--- src/rtl/input_queue.sv ---
// input_queue: per-inport first-word-fall-through flit buffer that computes each flit's route when the flit is written.
//   clk            in   rising-edge clock
//   reset          in   asynchronous active-high reset
//   flit_din       in   48-bit flit {dst_x[47:44], dst_y[43:40], payload[39:0]}
//   write_strobe   in   flit_din is valid this cycle
//   credit_out     out  one-cycle credit pulse issued after each accepted dequeue
//   flit_dout      out  head flit; 0 while the buffer is empty
//   request_vector out  one-hot head route {pe, west, south}; 0 while the buffer is empty
//   done_strobe    in   head flit consumed this cycle
//   occupancy      out  number of stored flits, 0..DEPTH
//   overflow       out  sticky flag, set when a flit is dropped
module input_queue #(
    parameter logic [3:0] X_LOCAL = 4'd0,
    parameter logic [3:0] Y_LOCAL = 4'd0,
    parameter int DEPTH = 4,
    parameter int PTR_W = 2
) (
    input  logic             clk,
    input  logic             reset,
    input  logic [47:0]      flit_din,
    input  logic             write_strobe,
    output logic             credit_out,
    output logic [47:0]      flit_dout,
    output logic [2:0]       request_vector,
    input  logic             done_strobe,
    output logic [PTR_W:0]   occupancy,
    output logic             overflow
);
    localparam logic [PTR_W:0] full_cnt = (PTR_W+1)'(DEPTH);
    logic [50:0] mem [DEPTH];
    logic [PTR_W-1:0] wr_ptr, rd_ptr;
    logic empty, full, deq, wr_ok;
    logic [2:0] route;
    // A full buffer still takes a write when the head leaves in the same cycle.
    always_comb begin
        empty = occupancy == '0;
        full = occupancy == full_cnt;
        deq = done_strobe && !empty;
        wr_ok = write_strobe && (!full || deq);
        route = flit_din[47:44] != X_LOCAL ? 3'b010 : flit_din[43:40] != Y_LOCAL ? 3'b001 : 3'b100;
        flit_dout = empty ? '0 : mem[rd_ptr][47:0];
        request_vector = empty ? '0 : mem[rd_ptr][50:48];
    end
    always_ff @(posedge clk)
        if (wr_ok) mem[wr_ptr] <= {route, flit_din};
    always_ff @(posedge clk or posedge reset)
        if (reset) begin
            wr_ptr <= '0;
            rd_ptr <= '0;
            occupancy <= '0;
            credit_out <= 1'b0;
            overflow <= 1'b0;
        end else begin
            wr_ptr <= wr_ptr + PTR_W'(wr_ok);
            rd_ptr <= rd_ptr + PTR_W'(deq);
            occupancy <= occupancy + (PTR_W+1)'(wr_ok) - (PTR_W+1)'(deq);
            credit_out <= deq;
            overflow <= overflow | (write_strobe & ~wr_ok);
        end
endmodule
--- config.mk ---
export PLATFORM = sky130hd
export DESIGN_NAME = input_queue
export DESIGN_NICKNAME = d
export VERILOG_FILES = /design/src/rtl/input_queue.sv
export SDC_FILE = /design/constraint.sdc
export NUM_CORES = 1
export LEC_CHECK = 0
export CAP_MARGIN = 20
export CELL_PAD_IN_SITES_DETAIL_PLACEMENT = 0
export CELL_PAD_IN_SITES_GLOBAL_PLACEMENT = 1
export CORE_UTILIZATION = 49
export CTS_CLUSTER_SIZE = 30
export DETAILED_ROUTE_END_ITERATION = 8
export GPL_TIMING_DRIVEN = 0
export HOLD_SLACK_MARGIN = 0.06
export PLACE_DENSITY_LB_ADDON = 0.1
export SLEW_MARGIN = 20
export SYNTH_ARGS = -nofsm -noshare
export SYNTH_HDL_FRONTEND = slang
export SYNTH_SLANG_ARGS = --single-unit
--- constraint.sdc ---
create_clock -name clk -period 18.4 [get_ports clk]
set_clock_uncertainty 0.2 [all_clocks]
set_input_delay 1.84 -clock clk [delete_from_list [all_inputs] [get_ports clk]]
set_output_delay 1.84 -clock clk [all_outputs]
set_load 0.03 [all_outputs]
Yosys cells after proc, flatten, opt, wreduce, memory -nomap -nowiden
Memory sizes are Yosys's and may differ from the RTL's.
Index checks and enable logic that the tools add are counted.
W data, S select, Z words.
{"block": "classes", "add_sub_neg": 4, "eq_ne": 1, "mux": 6, "n_bitwise": 3, "n_reduce_logical": 8}
{"operator": "$mux W48", "count": 1}
{"operator": "$mux W3", "count": 3}
{"operator": "$reduce_bool A4 Y1", "count": 2}
{"operator": "$add A2 B1 Y2", "count": 2}
{"operator": "$add A3 B1 Y3", "count": 1}
{"operator": "$eq A3 B3 Y1 const B", "count": 1}
{"operator": "$logic_not A3 Y1", "count": 1}
{"operator": "$sub A3 B1 Y3", "count": 1}
{"operator": "$logic_and A1 B1 Y1", "count": 2}
{"operator": "$logic_not A1 Y1", "count": 2}
{"operator": "$mux W1", "count": 2}
{"operator": "$and A1 B1 Y1", "count": 1}
{"operator": "$logic_or A1 B1 Y1", "count": 1}
{"operator": "$not A1 Y1", "count": 1}
{"operator": "$or A1 B1 Y1", "count": 1}
{"block": "totals", "register_bits": 9, "mem_bits_rw": 204, "in_bits": 52, "out_inout_bits": 56, "wordCells": 28, "n_memories": 1}
{"memory": "mem", "depth": 4, "width": 51, "read_ports": 1, "rd_clocked_by_memory_dff": 0, "write_ports": 1, "line_no": "30", "source": "logic [50:0] mem [DEPTH];"}

Logic depth before layout (Yosys ltp)
Gate-level depths: netlist of the first run.
{"block": "logic_depth", "word_depth": 8, "mapped_depth": 9, "depth_no_buf": 8}

Least setup slack after synthesis of the first run
No wires, ideal clock.
{"block": "synth_path", "path_kind": "input -> register", "from": "input port done_strobe", "to": "memory mem[0][0] (enable)", "setup_ns": 0.604, "t_arrival_ns": 7.214, "t_required_ns": 17.596, "slack_ns": 10.382, "path_stages": 2, "path_buffers": 0, "cell_sequence": "nor4b_2 > nor4b_1"}
{"block": "synth_between", "elab_chain_cells": 5}
{"element": "start, declared", "line_no": "25", "source": "input logic done_strobe,"}
{"element": "$logic_and A1 B1 Y1", "line_no": "38", "source": "deq = done_strobe && !empty;"}
{"element": "$logic_or A1 B1 Y1", "line_no": "39", "source": "wr_ok = write_strobe && (!full || deq);"}
{"element": "$logic_and A1 B1 Y1", "line_no": "39"}
{"element": "$mux W1", "line_no": "45", "source": "if (wr_ok) mem[wr_ptr] <= {route, flit_din};"}
{"element": "$mux W1 (not written as such)", "line_no": "45"}
{"element": "end, declared", "line_no": "30"}
Every way passes these cells.

Worst setup path in the final report of the first run
{"block": "layout_path", "from": "register occupancy[1]", "to": "output port flit_dout[45]"}
{"block": "layout_between", "elab_chain_cells": 2}
{"element": "start, declared", "line_no": "26", "source": "output logic [PTR_W:0] occupancy,"}
{"element": "start signal, assigned", "line_no": "56", "source": "occupancy <= occupancy + (PTR_W+1)'(wr_ok) - (PTR_W+1)'(deq);"}
{"element": "$logic_not A3 Y1", "line_no": "36", "source": "empty = occupancy == '0;"}
{"element": "$mux W48", "line_no": "41", "source": "flit_dout = empty ? '0 : mem[rd_ptr][47:0];"}
{"element": "end, declared", "line_no": "23", "source": "output logic [47:0] flit_dout,"}
Every way passes these cells.

==> results.md, run 1 <==
- Syn Inst Count: 360
- Vias after detailed routing: 3929
- Slew of the pin with the lowest slew margin: 0.9032 ns
- Number of I/O pins: 108
- First DRT Iteration DRCs: 185
- Effective utilization at floorplan: 50.98%
- CP Buf/Inv Count: 3
- Post-synthesis sequential element count: 213
- FP Rows: 46
- Clock Latency Late Sink: 0.49 ns
- Max IR drop VDD: 0.09775 mV
- Critical path's slowest cell: sky130_fd_sc_hd__clkdlybuf4s50_1
- Commonest non-fill, non-tap cells in the layout: sky130_fd_sc_hd__edfxtp_1 (204), sky130_fd_sc_hd__clkdlybuf4s50_1 (107), sky130_fd_sc_hd__and2_1 (52)
- Gates resized, CTS repair: 0
- Worst Setup Path Type: reg2out
- Port Buf Inserts: 107
- Top-area cell type share of the netlist area: 74.57%
- Path category of the worst min-delay check: reg2reg
- Total Power Consumption: 1.889 mW
- Most common cell after layout, fill and taps aside: sky130_fd_sc_hd__edfxtp_1
- Total Die Area: 17290 um2
- Clock tree from TritonCTS: yes
- Setup TNS: 0 ns
- Clock net sink count: 213
- Placeable core area: 16120 um2
- Number of antenna violations at the first check in global routing: 1
- Cell type with the largest total area after synthesis: sky130_fd_sc_hd__edfxtp_1
- Clock Root Buffer: sky130_fd_sc_hd__clkbuf_16
- Slew headroom: 39.63%
- Portion of the clock cycle consumed by the worst path in the final layout: 26.03%
- Final worst setup slack: 13.61 ns
- Worst-case hold slack: 0.2686 ns
- Crit path time final: 4.789 ns
- Cell-by-cell trace of the critical path: or3_1, clkbuf_1, clkbuf_1, and2_1, clkdlybuf4s50_1
- Slew Limit Fails: 0
- Util after Layout: 65.08%
- Crit path capture type: primary output
- Highest attainable clock frequency: 0.2088 GHz
- Antenna Diode Count: 0
- Worst Setup Slack post-DPL: 13.75 ns
- Proportion of power drawn by flip-flops and latches: 35.2%
- Overall routing resource usage: 17.91%
- Part of the total power dissipated in the clock network: 22.2%
- Average wire per cell in the routed design: 20.04 um
- Most numerous cell on the critical path: sky130_fd_sc_hd__clkbuf_1
- Die W: 131.5 um
- Avg Cell Area, Syn: 22.82 um2
- Clock transition at the register clock pins on the worst setup and hold paths after CTS: 0.05 ns
- Routability congestion estimate: 0.7021
- Vert. Die Dim: 131.5 um
- Leading post-synthesis cells by cell area: sky130_fd_sc_hd__edfxtp_1 (75%), sky130_fd_sc_hd__mux4_2 (14%), sky130_fd_sc_hd__and2_1 (4.0%), sky130_fd_sc_hd__dfrtp_1 (2.7%), sky130_fd_sc_hd__buf_12 (1.2%)
- TritonRoute pass-1 iters: 4
- Fillcell total: 1128
- DRC violation count after routing: 0
- Number of buffers added for setup after CTS: 0
- Placed cell areas: 9798 um2
- Fraction of layout instances using a drive strength above 1: 23.06%
- Cts hold-fix bufs: 0
- Hold violation count in the final report: 0
- Portion of the post-synthesis area used by sequential elements: 77.31%
- Distinct cells, synth: 25
- Post-synth net total: 417
- Required time of the critical path: 16.36 ns
- Power Internal: 1.269 mW
- Final net count: 573
- Number of nets with antenna violations after detailed routing: 0
- Delay-heaviest family, CP: buffers and inverters
- Switching portion of total power: 32.84%
- Final setup vio count: 0
- Post-layout instance count excluding filler cells: 745
- Portion of total power attributed to combinational logic: 42.6%
- Maximum buffer depth of the clock tree: 3
- Post-Place Cells: 707
- Wire length of the first global-routing pass: 23520 um
- Post-synthesis cell area: 8215 um2
- Largest net degree at the start of global routing: 36
- Maximum level of the CTS H-tree: 1
- Maxcap violations: 0
- Final design area excluding fillers: 10490 um2
- RSZ-0062 raised after global routing: false
- Run status: finished clean
- Crit path largest cell delay: 0.68 ns
- Number of buffers created by CTS: 23
- Endpoint arrival time on the critical path: 2.75 ns
- Overflow after GRT: 0
- Leakage: 3.525 nW
- Worst Setup Start Kind: flop
- Number of vias per cell after detailed routing: 5.274
- Routed Wire Length: 14930 um
- Area overhead of the layout relative to synthesis: 27.66%
- Detailed Place HPWL: 10070 um
- NetSw: 620.5 uW
- Vias in the first global route: 4351
- Highest net fanout along the worst path: 10
- Power density cells: 180.2 nW/um2
- Number of synthesis warnings: 0
==> registers in the layout, summed over array words and instances (netlist names) <==
register and cells:
overflow 1, credit_out 1, mem 204, occupancy 3, rd_ptr 2, wr_ptr 2
==> synthesized netlist by cell type <==
cell type,instances
sky130_fd_sc_hd__mux4_1,1
sky130_fd_sc_hd__and4b_1,1
sky130_fd_sc_hd__or3_1,1
sky130_fd_sc_hd__nor4b_1,1
sky130_fd_sc_hd__xor2_1,3
sky130_fd_sc_hd__nor2_1,1
sky130_fd_sc_hd__xnor2_1,1
sky130_fd_sc_hd__clkbuf_1,7
sky130_fd_sc_hd__mux4_2,50
sky130_fd_sc_hd__dfrtp_1,9
sky130_fd_sc_hd__buf_2,5
sky130_fd_sc_hd__fa_1,1
sky130_fd_sc_hd__nand2b_1,1
sky130_fd_sc_hd__and2_1,52
sky130_fd_sc_hd__nor4bb_1,2
sky130_fd_sc_hd__ha_1,4
sky130_fd_sc_hd__inv_1,4
sky130_fd_sc_hd__edfxtp_1,204
sky130_fd_sc_hd__buf_6,1
sky130_fd_sc_hd__a21o_1,1
sky130_fd_sc_hd__buf_12,5
sky130_fd_sc_hd__nor4_1,1
sky130_fd_sc_hd__nor4b_2,1
sky130_fd_sc_hd__nor2b_1,2
sky130_fd_sc_hd__or4_1,1
==> final timing paths <==
path / from / endpoint / slack [ns] / cells after the start
worst max-delay path: occupancy[1] / flit_dout[45] / 13.61 / 5
worst min-delay path: overflow / overflow / 0.27 / 1
worst max register to register: occupancy[1] / occupancy[2] / 15.60 / 9
worst min register to register: overflow / overflow / 0.27 / 1
max in group asynchronous: reset / occupancy[1] / 16.33 / 2
min in group asynchronous: reset / credit_out / 1.41 / 2
==> final cells by class <==
type / instances / area (um2) / share of cell area, %
Sequential cell: 213 / 6351 / 60.56
Tap cell: 216 / 270.3 / 2.577
Multi-Input combinational cell: 125 / 1727 / 16.46
Clock buffer: 29 / 618.1 / 5.894
Inverter: 4 / 15.01 / 0.1432
Timing Repair Buffer: 131 / 1272 / 12.13
Clock inverter: 9 / 71.32 / 0.6800
Buffer: 18 / 162.7 / 1.551
==> cell families after synthesis <==
logic type      Yosys count  synth area share [%]
fa+ha+maj                 5                0.8529
xor+xnor                  4                0.4265
compound gates            1               0.09141
buf+inv                  22                 2.163
flops                   213                 77.31
simple gates             64                 5.133
mux                      51                 14.03
==> layer usage <==
| metal | track usage (%) | share of wire (%) |
|---|---|---|
| met5 | 0 | 0.074 |
| met4 | 5.039 | 1.8 |
| met3 | 3.897 | 4.8 |
| met2 | 30.25 | 50 |
| met1 | 23.46 | 43 |
==> worst reg2reg max path, stage by stage, from the launching register on <==
cell                       delay [ns]
sky130_fd_sc_hd__dfrtp_1         0.44
sky130_fd_sc_hd__or3_1           0.36
sky130_fd_sc_hd__clkbuf_1        0.23
sky130_fd_sc_hd__and2_1          0.27
sky130_fd_sc_hd__ha_1            0.29
sky130_fd_sc_hd__inv_1           0.04
sky130_fd_sc_hd__ha_1            0.18
sky130_fd_sc_hd__fa_1            0.38
sky130_fd_sc_hd__xor2_1          0.19
sky130_fd_sc_hd__xnor2_1         0.13
==> power by group through the flow <==
stage                     clock network [mW]  registers [mW]  logic, mW
after floorplan                            0           0.689      0.500
after global placement                     0           0.695      0.786
after detailed placement                   0           0.676      0.820
after CTS                              0.430           0.666      0.823
after global routing                   0.447           0.673      0.856
final                                  0.419           0.665      0.805
No activity file was read; power rests on OpenSTA's default activity.
==> run 2: changes to the inputs <==
--- a/config.mk
+++ b/config.mk
@@ -8,7 +8,7 @@
 export CAP_MARGIN = 20
 export CELL_PAD_IN_SITES_DETAIL_PLACEMENT = 0
 export CELL_PAD_IN_SITES_GLOBAL_PLACEMENT = 1
-export CORE_UTILIZATION = 49
+export CORE_UTILIZATION = 48
 export CTS_CLUSTER_SIZE = 30
 export DETAILED_ROUTE_END_ITERATION = 8
 export GPL_TIMING_DRIVEN = 0
==> constraint.sdc (replaced) <==
create_clock -name clk -period 4.94 [get_ports clk]
set_clock_uncertainty 0.2 [all_clocks]
set_input_delay 0.494 -clock clk [delete_from_list [all_inputs] [get_ports clk]]
set_output_delay 0.494 -clock clk [all_outputs]
set_load 0.03 [all_outputs]
==> results.md, run 2 (synthesis results as in run 1) <==
- Run status: finished clean
- Number of I/O pins: 108 (unchanged)
- Placeable core area: 16640 um2 (+3.3%)
- Cts hold-fix bufs: 1 (+1)
- Vias after detailed routing: 3893 (-0.92%)
- Worst-case hold slack: 0.2718 ns (+0.003139 ns)
- Highest net fanout along the worst path: 10 (unchanged)
- Vias in the first global route: 4281 (-1.6%)
- Crit path time final: 3.466 ns
- Worst Setup Slack post-DPL: 1.522 ns (-12.23 ns)
- Area overhead of the layout relative to synthesis: 27.72% (about the same)
- Number of vias per cell after detailed routing: 5.226 (-0.92%)
- Slew headroom: 31.04% (-8.6 points)
- Final worst setup slack: 1.474 ns (-12.14 ns)
- Worst setup path end: request_vector[1]
- FF-to-FF Start: occupancy[1]
- Slack of the worst reg-to-reg path: 2.04 ns (-13.56 ns)
- RSZ-0062 raised after global routing: false
- Path category of the worst min-delay check: reg2reg
- Effective utilization at floorplan: 49.36% (-1.6 points)
- Final setup vio count: 0 (unchanged)
- Worst-case reg-to-reg path depth: 8 (-1)
- Most common cell after layout, fill and taps aside: sky130_fd_sc_hd__edfxtp_1
- Slew Limit Fails: 0 (unchanged)
- Capture instance of the worst register-to-register path: occupancy[2]
- Final net count: 567 (-1.0%)
- Highest attainable clock frequency: 0.2885 GHz
- Clock tree from TritonCTS: yes
- Power density cells: 669.3 nW/um2 (+270%)
- Clock transition at the register clock pins on the worst setup and hold paths after CTS: 0.06 ns (about the same)
- Post-layout instance count excluding filler cells: 745 (unchanged)
- Worst Setup Path Type: reg2out
- Endpoint arrival time on the critical path: 2.77 ns (+0.02 ns)
- Vert. Die Dim: 132.8 um (+1.0%)
- Worst Setup Start Kind: flop
- Number of flip-flops in the largest register: 204 (unchanged)
- Commonest non-fill, non-tap cells in the layout: sky130_fd_sc_hd__edfxtp_1 (204), sky130_fd_sc_hd__clkdlybuf4s50_1 (107), sky130_fd_sc_hd__and2_1 (52)
- Fraction of layout instances using a drive strength above 1: 21.52% (-1.5 points)
- Number of antenna violations at the first check in global routing: 0 (-1)
- Largest register by flop count: mem
- Maximum level of the CTS H-tree: 1 (unchanged)
- TritonRoute pass-1 iters: 4 (unchanged)
- Clock Latency Late Sink: 0.49 ns (about the same)
- Clock net sink count: 213 (unchanged)
- Routability congestion estimate: 0.6709 (-4.4%)
- Overall routing resource usage: 17.77% (-0.13 points)
- Slew of the pin with the lowest slew margin: 1.032 ns (+0.1285 ns)
- Routed Wire Length: 15030 um (+0.70%)
- Portion of the clock cycle consumed by the worst path in the final layout: 70.17%
- Number of buffers created by CTS: 22 (-4.3%)
- Maxcap violations: 0 (unchanged)
- Hold violation count in the final report: 0 (unchanged)
- Required time of the critical path: 4.25 ns (-12.11 ns)
- Overflow after GRT: 0 (unchanged)
- Die W: 132.8 um (+1.0%)
- Number of nets with antenna violations after detailed routing: 0 (unchanged)
- Clock Root Buffer: sky130_fd_sc_hd__clkbuf_16
- Maximum buffer depth of the clock tree: 3 (unchanged)
- Antenna Diode Count: 0 (unchanged)
- Port Buf Inserts: 107 (unchanged)
- Largest net degree at the start of global routing: 30 (-17%)
- Total Power Consumption: 7.023 mW (+270%)
- Leakage: 3.495 nW (-0.85%)
- Gates resized, CTS repair: 0 (unchanged)
- Final design area excluding fillers: 10490 um2 (about the same)
- Post-Place Cells: 705 (-0.28%)
- Number of buffers added for setup after CTS: 0 (unchanged)
- Total Die Area: 17640 um2 (+2.0%)
- DRC violation count after routing: 0 (unchanged)
- First DRT Iteration DRCs: 229 (+24%)
- FP Rows: 47 (+2.2%)
- Placed cell areas: 9814 um2 (+0.17%)
- Detailed Place HPWL: 9790 um (-2.8%)
- Timing startpoint of the critical path: occupancy[1]
- Crit path capture type: primary output
- Max IR drop VDD: 0.5689 mV (+480%)
- Largest registers: mem x204, occupancy x3
- Average wire per cell in the routed design: 20.18 um (+0.70%)
- Wire length of the first global-routing pass: 23320 um (-0.85%)
-- run 2: cell count changes in the layout (fill, tap and decap cells not counted), sizes merged --
| cell | change |
|---|---|
| clkinv | +2 |
| buf | -6 |
| dlygate4sd3 | +1 |
| clkbuf | -1 |
-- run 2: worst min path at each step --
stage	endpoint	cells after the start	start
floorplan	credit_out	1	reset
global placement	overflow	1	overflow
detailed placement	overflow	1	overflow
CTS	overflow	1	overflow
global route	overflow	1	overflow
finish	overflow	1	overflow
-- run 2: worst max-delay path: stages, from the launching register on --
cell,delay [ns]
sky130_fd_sc_hd__dfrtp_1,0.44
sky130_fd_sc_hd__or3_1,0.14
sky130_fd_sc_hd__clkbuf_1,0.39
sky130_fd_sc_hd__clkbuf_1,0.37
sky130_fd_sc_hd__and2_1,0.25
sky130_fd_sc_hd__clkdlybuf4s50_1,0.69
-- run 2: metal layers --
metal	vias up	wire, um	global-route usage (%)	share of wire, %
met5	-	0	0	0
met4	0	225	4.853	1.5
met3	24	752	3.372	5.0
met2	106	7582	29.78	50
met1	1996	6472	23.98	43
li1	1767	-	-	-
-- run 2: cell type report --
class / instances / area (um2)
Sequential cell: 213 / 6351
Clock inverter: 11 / 73.82
Inverter: 4 / 15.01
Buffer: 18 / 162.7
Clock buffer: 28 / 594.3
Fill cell: 1180 / 6150
Multi-Input combinational cell: 125 / 1735
Tap cell: 220 / 275.3
Timing Repair Buffer: 126 / 1285
-- run 2: report_power, final --
| group | internal [mW] | switching [mW] |
|---|---|---|
| Clock | 0.898 | 0.628 |
| Combinational | 1.42 | 1.59 |
| Sequential | 2.38 | 0.102 |
-- run 2: metrics by stage --
stage / utilization (%) / TNS [ns]
2_1_floorplan: - / -159.22
3_3_place_gp: 57.49 / -733.02
3_5_place_dp: 58.97 / 0
4_1_cts: 63.05 / 0
5_1_grt: 63.05 / 0
6_report: 63.05 / 0
==> run 3: changes to the inputs <==
--- a/config.mk
+++ b/config.mk
@@ -8,7 +8,7 @@
 export CAP_MARGIN = 20
 export CELL_PAD_IN_SITES_DETAIL_PLACEMENT = 0
 export CELL_PAD_IN_SITES_GLOBAL_PLACEMENT = 1
-export CORE_UTILIZATION = 48
+export CORE_UTILIZATION = 43
 export CTS_CLUSTER_SIZE = 30
 export DETAILED_ROUTE_END_ITERATION = 8
 export GPL_TIMING_DRIVEN = 0
==> constraint.sdc (replaced) <==
create_clock -name clk -period 2.9 [get_ports clk]
set_clock_uncertainty 0.2 [all_clocks]
set_input_delay 0.29 -clock clk [delete_from_list [all_inputs] [get_ports clk]]
set_output_delay 0.29 -clock clk [all_outputs]
set_load 0.03 [all_outputs]
==> results.md, run 3 (synthesis results as in run 1) <==
- Run status: finished clean
- Antenna Diode Count: 0 (unchanged)
- Worst-case hold slack: 0.2237 ns (-0.04804 ns)
- Worst Setup Slack post-DPL: -0.04571 ns (-1.568 ns)
- Post-Place Cells: 721 (+2.3%)
- Placeable core area: 18710 um2 (+12%)
- Routability congestion estimate: 0.6670 (-0.58%)
- Final net count: 568 (+0.18%)
- Largest net degree at the start of global routing: 32 (+6.7%)
- Detailed Place HPWL: 10260 um (+4.8%)
- Final worst setup slack: 0.1305 ns (-1.343 ns)
- Clock Root Buffer: sky130_fd_sc_hd__clkbuf_16
- Final setup vio count: 0 (unchanged)
- Leakage: 3.624 nW (+3.7%)
- Fraction of layout instances using a drive strength above 1: 24.00% (+2.5 points)
- Number of I/O pins: 108 (unchanged)
- Delay-heaviest family, CP: buffers and inverters
- DRC violation count after routing: 0 (unchanged)
- Highest net fanout along the worst path: 10 (unchanged)
- Crit path largest cell delay: 0.50 ns (-0.19 ns)
- Overflow after GRT: 0 (unchanged)
- Critical path's slowest cell: sky130_fd_sc_hd__mux4_2
- Clock Latency Late Sink: 0.50 ns (about the same)
- Clock tree from TritonCTS: yes
- Placed cell areas: 9848 um2 (+0.34%)
- Power density cells: 1120 nW/um2 (+67%)
- CP Buf/Inv Count: 3 (unchanged)
- Number of buffers created by CTS: 23 (+4.5%)
- Hold violation count in the final report: 0 (unchanged)
- Number of antenna violations at the first check in global routing: 1 (+1)
- Total Die Area: 19660 um2 (+11%)
- Effective utilization at floorplan: 43.92% (-5.4 points)
- Overall routing resource usage: 16.81% (-0.97 points)
- Highest attainable clock frequency: 0.3611 GHz
- Path category of the worst min-delay check: in2reg
- Wire length of the first global-routing pass: 24580 um (+5.4%)
- Vias in the first global route: 4238 (-1.0%)
- Vias after detailed routing: 3950 (+1.5%)
- Average wire per cell in the routed design: 20.70 um (+2.6%)
- Slew Limit Fails: 0 (unchanged)
- Final design area excluding fillers: 10510 um2 (+0.14%)
- Crit path capture type: primary output
- Clock net sink count: 213 (unchanged)
- Slew of the pin with the lowest slew margin: 0.6599 ns (-0.3717 ns)
- Number of vias per cell after detailed routing: 5.204 (-0.41%)
- Post-layout instance count excluding filler cells: 759 (+1.9%)
- Port Buf Inserts: 107 (unchanged)
- Cell-by-cell trace of the critical path: buf_6, buf_12, mux4_2, and2_1, dlygate4sd2_1
- Crit path time final: 2.770 ns
- Worst Setup Start Kind: flop
- Largest register by flop count: mem
- Commonest non-fill, non-tap cells in the layout: sky130_fd_sc_hd__edfxtp_1 (204), sky130_fd_sc_hd__clkdlybuf4s50_1 (56), sky130_fd_sc_hd__and2_1 (52)
- TritonRoute pass-1 iters: 6 (+2)
- Number of nets with antenna violations after detailed routing: 0 (unchanged)
- Endpoint arrival time on the critical path: 2.28 ns (-0.49 ns)
- Largest registers: mem x204, occupancy x3
- Worst Setup Path Type: reg2out
- Clock transition at the register clock pins on the worst setup and hold paths after CTS: 0.06 ns (about the same)
- Max IR drop VDD: 0.5614 mV (-1.3%)
- Portion of the clock cycle consumed by the worst path in the final layout: 95.50%
- Maximum buffer depth of the clock tree: 3 (unchanged)
- Routed Wire Length: 15710 um (+4.5%)
- Most common cell after layout, fill and taps aside: sky130_fd_sc_hd__edfxtp_1
- Die W: 140.2 um (+5.6%)
- RSZ-0062 raised after global routing: false
- FP Rows: 50 (+6.4%)
- Area overhead of the layout relative to synthesis: 27.90%
- Number of buffers added for setup after CTS: 0 (unchanged)
- Vert. Die Dim: 140.2 um (+5.6%)
- Maximum level of the CTS H-tree: 1 (unchanged)
- Required time of the critical path: 2.41 ns (-1.84 ns)
- First DRT Iteration DRCs: 175 (-24%)
- Number of flip-flops in the largest register: 204 (unchanged)
- Maxcap violations: 0 (unchanged)
- Slew headroom: 55.82% (+25 points)
==> run 3: cell types whose count changed in the layout (fill, tap and decap cells not counted), moves of 5 or more <==
cell	change
sky130_fd_sc_hd__buf_4	+10
sky130_fd_sc_hd__buf_6	-5
sky130_fd_sc_hd__clkbuf_1	-5
sky130_fd_sc_hd__clkbuf_2	+5
sky130_fd_sc_hd__clkdlybuf4s50_1	-51
sky130_fd_sc_hd__dlygate4sd2_1	+51
==> run 3: worst register-to-register path, stage by stage, from the launching register on <==
cell and delay (ns):
sky130_fd_sc_hd__dfrtp_2 0.46, sky130_fd_sc_hd__or3_4 0.45, sky130_fd_sc_hd__and2_1 0.22, sky130_fd_sc_hd__ha_1 0.28
sky130_fd_sc_hd__inv_1 0.04, sky130_fd_sc_hd__ha_1 0.18, sky130_fd_sc_hd__fa_1 0.38, sky130_fd_sc_hd__xor2_1 0.18
sky130_fd_sc_hd__xnor2_1 0.13
==> run 3: path summary, 6_finish.rpt <==
check / start / to / slack, ns / depth (start not counted)
min reg2reg: overflow / overflow / 0.25 / 1
max in group asynchronous: reset / occupancy[2] / 1.79 / 3
min in group asynchronous: reset / credit_out / 0.42 / 3
max reg2reg: occupancy[1] / occupancy[2] / 0.25 / 8
min: flit_din[1] / mem[2][1] / 0.22 / 1
max: rd_ptr[0] / request_vector[1] / 0.13 / 5
==> run 3: metal layers <==
layer  vias up  wire (um)  track usage (%)  part of all wire, %
met1      2053       6667            21.90                   42
li1       1770          -                -                    -
met2        92       7955            28.74                   51
met3        33        710            3.385                  4.5
met4         2        366            4.743                  2.3
met5         -         12                0                0.076
==> run 3: repair_timing <==
action / 4_1_cts / 5_1_grt
hold endpoints to repair: 9 / 0
gates resized for setup: 62 / 0
setup endpoints to repair: 51 / 0
hold buffers: 1 / 0
==> run 3: where the power goes <==
group	switching [mW]	total [mW]	internal (mW)
Combinational	2.70	4.77	2.07
Sequential	0.204	4.26	4.06
Clock	1.11	2.74	1.63
Total	4.02	11.8	7.76
==> run 3: final cells by class <==
type                            count  area [um2]
Multi-Input combinational cell    125        1749
Buffer                             16       171.4
Tap cell                          234       292.8
Timing Repair Buffer              128        1225
Sequential cell                   213        6356
Clock buffer                       30       601.8
Fill cell                        1467        8198
Inverter                            4       15.01
Clock inverter                      9       96.34
==> run 3: stage by stage <==
step	utilization [%]	TNS, ns	power (mW)
after detailed placement	52.65	-0.04571	9.585
after global routing	56.17	0	12.33
after CTS	56.17	0	11.96
after floorplan	-	-23.95	7.545
final	56.17	0	11.77
after global placement	51.52	-344.35	9.409
